`config.mk`:
```
export PLATFORM = sky130hd
export DESIGN_NAME = prv32_id_ex_stage
export DESIGN_NICKNAME = d
export VERILOG_FILES = /design/src/rtl/prv32_pkg.sv /design/src/rtl/prv32_fwd_mux.sv /design/src/rtl/prv32_id_ex_stage.sv
export SDC_FILE = /design/constraint.sdc
export NUM_CORES = 1
export LEC_CHECK = 0
export ABC_CLOCK_PERIOD_IN_PS = 4300
export CORE_MARGIN = 2
export CORE_UTILIZATION = 38
export CTS_CLUSTER_SIZE = 8
export DETAILED_ROUTE_END_ITERATION = 16
export PLACE_DENSITY_LB_ADDON = 0.12
export REMOVE_ABC_BUFFERS = 1
export SKIP_LAST_GASP = 1
export SYNTH_ARGS = -nofsm -noshare
export SYNTH_HDL_FRONTEND = slang
export SYNTH_HIERARCHICAL = 1
export SYNTH_SLANG_ARGS = --single-unit
```
`constraint.sdc`:
```
create_clock -name clk -period 4.3 [get_ports clk]
set_input_delay 0.43 -clock clk [delete_from_list [all_inputs] [get_ports clk]]
set_output_delay 0.43 -clock clk [all_outputs]
set_load 0.005 [all_outputs]
```
`src/rtl/prv32_pkg.sv`:
```
// Shared constants and types for the prv32 ID/EX slice.
//  - ALU function codes as carried on id_alufn / alu_alufn
//  - forward-select codes used by the operand forwarding muxes
//  - control bundle carried alongside an instruction into EX/MEM
package prv32_pkg;

  localparam int unsigned XLEN_DEF = 32;
  localparam int unsigned RA_W_DEF = 5;
  localparam int unsigned ALUFN_W  = 4;
  localparam int unsigned SHAMT_W  = 5;

  localparam logic [ALUFN_W-1:0] ALUFN_ADD   = 4'b0000;
  localparam logic [ALUFN_W-1:0] ALUFN_SUB   = 4'b0001;
  localparam logic [ALUFN_W-1:0] ALUFN_PASSB = 4'b0011;
  localparam logic [ALUFN_W-1:0] ALUFN_OR    = 4'b0100;
  localparam logic [ALUFN_W-1:0] ALUFN_AND   = 4'b0101;
  localparam logic [ALUFN_W-1:0] ALUFN_XOR   = 4'b0111;
  localparam logic [ALUFN_W-1:0] ALUFN_SRL   = 4'b1000;
  localparam logic [ALUFN_W-1:0] ALUFN_SLL   = 4'b1001;
  localparam logic [ALUFN_W-1:0] ALUFN_SRA   = 4'b1010;
  localparam logic [ALUFN_W-1:0] ALUFN_SLT   = 4'b1101;
  localparam logic [ALUFN_W-1:0] ALUFN_SLTU  = 4'b1111;

  typedef enum logic [1:0] {
    FWD_REG = 2'd0,
    FWD_MEM = 2'd1,
    FWD_WB  = 2'd2
  } fwd_sel_e;

  typedef struct packed {
    logic regwrite;
    logic memread;
    logic memwrite;
  } ex_ctrl_t;

endpackage

```
`src/rtl/prv32_fwd_mux.sv`:
```
// Operand forwarding mux for one source register.
// Ports:
//  addr          registered source register address
//  regval        registered register-file value for that address
//  mem_*/wb_*    EX/MEM and MEM/WB writeback buses
//  value_c       forwarded operand (combinational)
// Priority: x0 never forwarded, then MEM, then WB, else register value.
module prv32_fwd_mux
  import prv32_pkg::*;
#(
  parameter int unsigned XLEN   = XLEN_DEF,
  parameter int unsigned RA_W   = RA_W_DEF,
  parameter bit          FWD_EN = 1'b1
) (
  input  logic [RA_W-1:0] addr,
  input  logic [XLEN-1:0] regval,
  input  logic            mem_regwrite,
  input  logic [RA_W-1:0] mem_rd,
  input  logic [XLEN-1:0] mem_result,
  input  logic            wb_regwrite,
  input  logic [RA_W-1:0] wb_rd,
  input  logic [XLEN-1:0] wb_result,
  output logic [XLEN-1:0] value_c
);

  fwd_sel_e sel;

  // Select source; MEM is the younger result so it wins over WB
  always_comb begin
    sel = FWD_REG;
    if (FWD_EN && (addr != '0)) begin
      if (mem_regwrite && (mem_rd == addr)) begin
        sel = FWD_MEM;
      end else if (wb_regwrite && (wb_rd == addr)) begin
        sel = FWD_WB;
      end
    end
  end

  always_comb begin
    value_c = regval;
    case (sel)
      FWD_MEM: value_c = mem_result;
      FWD_WB:  value_c = wb_result;
      default: value_c = regval;
    endcase
  end

endmodule

```
`src/rtl/prv32_id_ex_stage.sv`:
```
// ID/EX pipeline register and ALU operand select.
// Ports:
//  clk, rst                 clock, async active-high reset
//  id_valid / id_ready      decode handshake (id_ready=0 stalls IF/ID)
//  flush                    squash the ID instruction (taken branch in EX)
//  id_*                     decoded fields and register-file reads
//  mem_* / wb_*             forwarding buses from EX/MEM and MEM/WB
//  ex_valid, ex_pc, ex_rd, ex_regwrite/memread/memwrite   registered to EX/MEM
//  alu_a, alu_b, alu_shamt  ALU operands (combinational from stage regs + fwd)
//  alu_alufn                registered ALU function
//  ex_store_data            forwarded rs2 for stores
module prv32_id_ex_stage
  import prv32_pkg::*;
#(
  parameter int unsigned XLEN   = 32,
  parameter int unsigned RA_W   = 5,
  parameter bit          FWD_EN = 1'b1
) (
  input  logic               clk,
  input  logic               rst,
  input  logic               id_valid,
  output logic               id_ready,
  input  logic               flush,
  input  logic [XLEN-1:0]    id_pc,
  input  logic [XLEN-1:0]    id_rs1_data,
  input  logic [XLEN-1:0]    id_rs2_data,
  input  logic [XLEN-1:0]    id_imm,
  input  logic [RA_W-1:0]    id_rs1,
  input  logic [RA_W-1:0]    id_rs2,
  input  logic [RA_W-1:0]    id_rd,
  input  logic [ALUFN_W-1:0] id_alufn,
  input  logic               id_asel_pc,
  input  logic               id_bsel_imm,
  input  logic               id_regwrite,
  input  logic               id_memread,
  input  logic               id_memwrite,
  input  logic               mem_regwrite,
  input  logic [RA_W-1:0]    mem_rd,
  input  logic [XLEN-1:0]    mem_result,
  input  logic               wb_regwrite,
  input  logic [RA_W-1:0]    wb_rd,
  input  logic [XLEN-1:0]    wb_result,
  output logic               ex_valid,
  output logic [XLEN-1:0]    alu_a,
  output logic [XLEN-1:0]    alu_b,
  output logic [SHAMT_W-1:0] alu_shamt,
  output logic [ALUFN_W-1:0] alu_alufn,
  output logic [XLEN-1:0]    ex_pc,
  output logic [RA_W-1:0]    ex_rd,
  output logic               ex_regwrite,
  output logic               ex_memread,
  output logic               ex_memwrite,
  output logic [XLEN-1:0]    ex_store_data
);

  ex_ctrl_t        ex_ctrl;
  logic [RA_W-1:0] ex_rs1;
  logic [RA_W-1:0] ex_rs2;
  logic [XLEN-1:0] ex_rs1_data;
  logic [XLEN-1:0] ex_rs2_data;
  logic [XLEN-1:0] ex_imm;
  logic            ex_asel_pc;
  logic            ex_bsel_imm;
  logic [XLEN-1:0] fwd_rs1;
  logic [XLEN-1:0] fwd_rs2;
  logic            haz_c;
  logic            capture_c;

  // Load-use hazard: the load in EX has not produced its data yet
  always_comb begin
    haz_c = ex_valid & ex_ctrl.memread & (ex_rd != '0) & id_valid &
            ((ex_rd == id_rs1) | (ex_rd == id_rs2));
  end

  // A flushed ID slot is discarded, so it never needs to be held
  assign id_ready  = flush | ~haz_c;
  assign capture_c = ~flush & ~haz_c & id_valid;

  // Valid/control/rd: anything other than a capture becomes a bubble
  always_ff @(posedge clk or posedge rst) begin
    if (rst) begin
      ex_valid <= 1'b0;
      ex_ctrl  <= '0;
      ex_rd    <= '0;
    end else if (capture_c) begin
      ex_valid <= 1'b1;
      ex_ctrl  <= '{regwrite: id_regwrite, memread: id_memread, memwrite: id_memwrite};
      ex_rd    <= id_rd;
    end else begin
      ex_valid <= 1'b0;
      ex_ctrl  <= '0;
      ex_rd    <= '0;
    end
  end

  // Datapath regs only load on capture; bubbles leave them stale
  always_ff @(posedge clk or posedge rst) begin
    if (rst) begin
      ex_pc       <= '0;
      ex_rs1      <= '0;
      ex_rs2      <= '0;
      ex_rs1_data <= '0;
      ex_rs2_data <= '0;
      ex_imm      <= '0;
      ex_asel_pc  <= 1'b0;
      ex_bsel_imm <= 1'b0;
      alu_alufn   <= ALUFN_ADD;
    end else if (capture_c) begin
      ex_pc       <= id_pc;
      ex_rs1      <= id_rs1;
      ex_rs2      <= id_rs2;
      ex_rs1_data <= id_rs1_data;
      ex_rs2_data <= id_rs2_data;
      ex_imm      <= id_imm;
      ex_asel_pc  <= id_asel_pc;
      ex_bsel_imm <= id_bsel_imm;
      alu_alufn   <= id_alufn;
    end
  end

  prv32_fwd_mux #(.XLEN(XLEN), .RA_W(RA_W), .FWD_EN(FWD_EN)) u_fwd_rs1 (
    .addr         (ex_rs1),
    .regval       (ex_rs1_data),
    .mem_regwrite (mem_regwrite),
    .mem_rd       (mem_rd),
    .mem_result   (mem_result),
    .wb_regwrite  (wb_regwrite),
    .wb_rd        (wb_rd),
    .wb_result    (wb_result),
    .value_c      (fwd_rs1)
  );

  prv32_fwd_mux #(.XLEN(XLEN), .RA_W(RA_W), .FWD_EN(FWD_EN)) u_fwd_rs2 (
    .addr         (ex_rs2),
    .regval       (ex_rs2_data),
    .mem_regwrite (mem_regwrite),
    .mem_rd       (mem_rd),
    .mem_result   (mem_result),
    .wb_regwrite  (wb_regwrite),
    .wb_rd        (wb_rd),
    .wb_result    (wb_result),
    .value_c      (fwd_rs2)
  );

  assign alu_a         = ex_asel_pc  ? ex_pc  : fwd_rs1;
  assign alu_b         = ex_bsel_imm ? ex_imm : fwd_rs2;
  assign alu_shamt     = alu_b[SHAMT_W-1:0];
  assign ex_store_data = fwd_rs2;

  assign ex_regwrite = ex_ctrl.regwrite;
  assign ex_memread  = ex_ctrl.memread;
  assign ex_memwrite = ex_ctrl.memwrite;

endmodule

```
==> results.cfg <==
[run_status]
outcome = finished, final reports clean

[sta]
rsz0062_at_grt = no
slew_violations = 0
setup_viol = 0
hold_viol_final = 0
clock_skew_ps = 8.52
relSlewSlack = 0.326
finalCritPeriodShare = 0.930
max_freq_mhz = 250
fin_crit_ps = 4000
tightest_slew_ps = 1010

[routing]
num_vias = 6836
drc = 0
dr.pass1.iters = 4
post_drt_wl_per_cell_um = 20.3
final_antenna_net_count = 0
drt-initial-drc-count = 282
totalWireLength_um = 26900
via_per_inst = 5.15

[synth]
yosysMostFrequentCell = dfrtp_1
synth_edf_count = 0
syn_area_per_cell_um2 = 11.8
syn_area_um2 = 8060
synth_top_cells_by_count = dfrtp_1 (153), mux2_2 (147), nand2_1 (68), o21ai_0 (66), a22oi_1 (64)
synth_top_area_frac = 0.475
synth_top_flop_cell = dfrtp_1
synthCells = 683
ys_seq_elements = 153
yosys_warnings = 6
netlist-cell-type-count = 29
yosysSeqAreaShare = 0.475
synthTopCellsByArea = dfrtp_1 (48%), mux2_2 (21%), mux2_1 (8.5%)
async_reset_ff_frac = 1.00
yosysTopAreaCell = dfrtp_1

[die]
die_x_um = 150
initial_utilization = 0.386
num_rows = 53
fp.dieH_um = 150
die_area_um2 = 22400
core_um2 = 20900
ios = 379

[final_layout]
final_nets = 1275
area_delta_synth_final_pct = 58.0
final_util = 0.610
drive_gt1_frac = 0.193
regArea_um2 = 3830
design_area_um2 = 12700
multi_input_area_um2 = 3970
fillers = 1751

[power_and_ir_drop]
intPower_w = 0.00354
p_switching_w = 0.00129
ir_drop_mv = 0.257
power_leakage_nw = 5.00
p_seq_frac = 0.376
power_density_nw_per_um2 = 379
switching_share = 0.267
pwr-share-comb = 0.303
clkPwrFrac = 0.321

[critical_path]
cp_max_fo = 30
critical_path_required_ps = 3870
critPathKind = in -> out
reg2reg_depth = 5
worstSetupStartpointType = input port
arrival_ps = 3570
end_kind = output port

[clock_tree]
clk_latency_ps = 430
cts_sinks = 153
cts_tree = built
holdBufCountCts = 0
clk_path_buf_depth = 2
path_clk_slew_ps = 60
cts_resized = 0
numCtsBuffers = 17
cts_setup_buffers = 0
cts_root_buffer = clkbuf_16
h-tree-depth = 4

[global_routing]
grtUsageTotal = 0.239
grt_max_degree = 92
grt_pass1_vias = 7076
grt_first_pass_wirelength_um = 40400
antenna_found_initial = 0
overflow = 0

[min_path]
hold_depth = 1
holdCritPathClass = reg -> reg

[run]
maxCapViolCount = 0

[placed_design]
placed_cell_area_um2 = 12100
io_buffers = 378
place_hpwl_um = 19600
globalplace.congestion = 0.814
## kinds of logic (layout without fill, tap and decap cells)
family / after synthesis / after routing / synth area share
mux: 208 / 208 / 0.291
flops: 153 / 153 / 0.475
compound gates: 133 / 133 / 0.105
simple gates: 99 / 99 / 0.0562
buf+inv: 56 / 425 / 0.0335
xor+xnor: 30 / 30 / 0.0335
fa+ha+maj: 4 / 4 / 0.00621
other cells: 0 / 1 / 0
## sequential cells by signal, summed over array words and instances (netlist names), 4 cells and up
register / cells
ex_rs1_data: 32
ex_rs2_data: 32
ex_rs1: 5
ex_imm: 32
ex_rs2: 5
ex_rd: 5
ex_pc: 32
alu_alufn: 4
## metal layers
| metal | up-vias | part of all wire | global-route usage |
|---|---|---|---|
| met5 | - | 0 | 0 |
| met4 | 0 | 0.023 | 0.0843 |
| met3 | 36 | 0.074 | 0.0610 |
| met2 | 262 | 0.50 | 0.419 |
| met1 | 3340 | 0.40 | 0.284 |
| li1 | 3198 | - | - |
## cells in the final DEF (no fill, tap or decap), drive strengths merged, types with 3 or more instances in the layout
cell type and count:
a22oi 64, and2 8, buf 14, bufinv 3
clkbuf 18, clkdlybuf4s50 378, clkinv 6, clkinvlp 4
dfrtp 153, ha 4, mux2 208, nand2 68
nand3 3, nor2 3, nor4 4, o21ai 66
or4 4, xnor2 22, xor2 8
## area by class of cell
cell class | count | area share
clock inverters | 14 | 0.0137
diodes | 1 | 0.000197
repair buffers | 392 | 0.312
inverters | 1 | 0.000688
multi-input cells | 474 | 0.312
clock buffers | 18 | 0.0337
flip-flops and latches | 153 | 0.301
well taps | 275 | 0.0270
## through the flow
stage               setup TNS (ps)  power (W)  hold WS, ps  cells  setup WS (ps)
floorplan                   -38470    0.00238          458    628           -251
global placement                 0    0.00331          468   1295            385
detailed placement               0    0.00332          475   1295            352
CTS                              0    0.00489          489   1327            325
global route                     0    0.00509          503   1327            160
finish                           0    0.00483          485   1328            303
## worst paths after layout
path,from,to,slack (ps)
worst max register to register,ex_rd[3],ex_pc[19],1970
worst min register to register,ex_rs2_data[23],ex_rs2_data[23],490
worst min-delay path,ex_rs2_data[23],ex_rs2_data[23],490
worst max-delay path,mem_rd[1],alu_b[12],300
min in group asynchronous,rst,ex_memwrite,550
max in group asynchronous,rst,ex_rs1[2],2830
## worst max-delay path, cell delays in order
cell,delay (ps)
clkdlybuf4s50_1,530
xor2_1,160
nor4_1,70
and3_4,180
or4_1,510
ha_2,380
buf_4,310
o21ai_0,220
mux2_2,310
clkdlybuf4s50_1,450
## power by group through the flow
| stage | combinational, W | clock, W | sequential [W] |
|---|---|---|---|
| 2_1_floorplan | 0.000589 | 0 | 0.00179 |
| 3_3_place_gp | 0.00146 | 0 | 0.00184 |
| 3_5_place_dp | 0.00147 | 0 | 0.00185 |
| 4_1_cts | 0.00149 | 0.00159 | 0.00182 |
| 5_1_grt | 0.00158 | 0.00166 | 0.00185 |
| 6_report | 0.00147 | 0.00155 | 0.00182 |
Power figures use the tool's default switching activity.
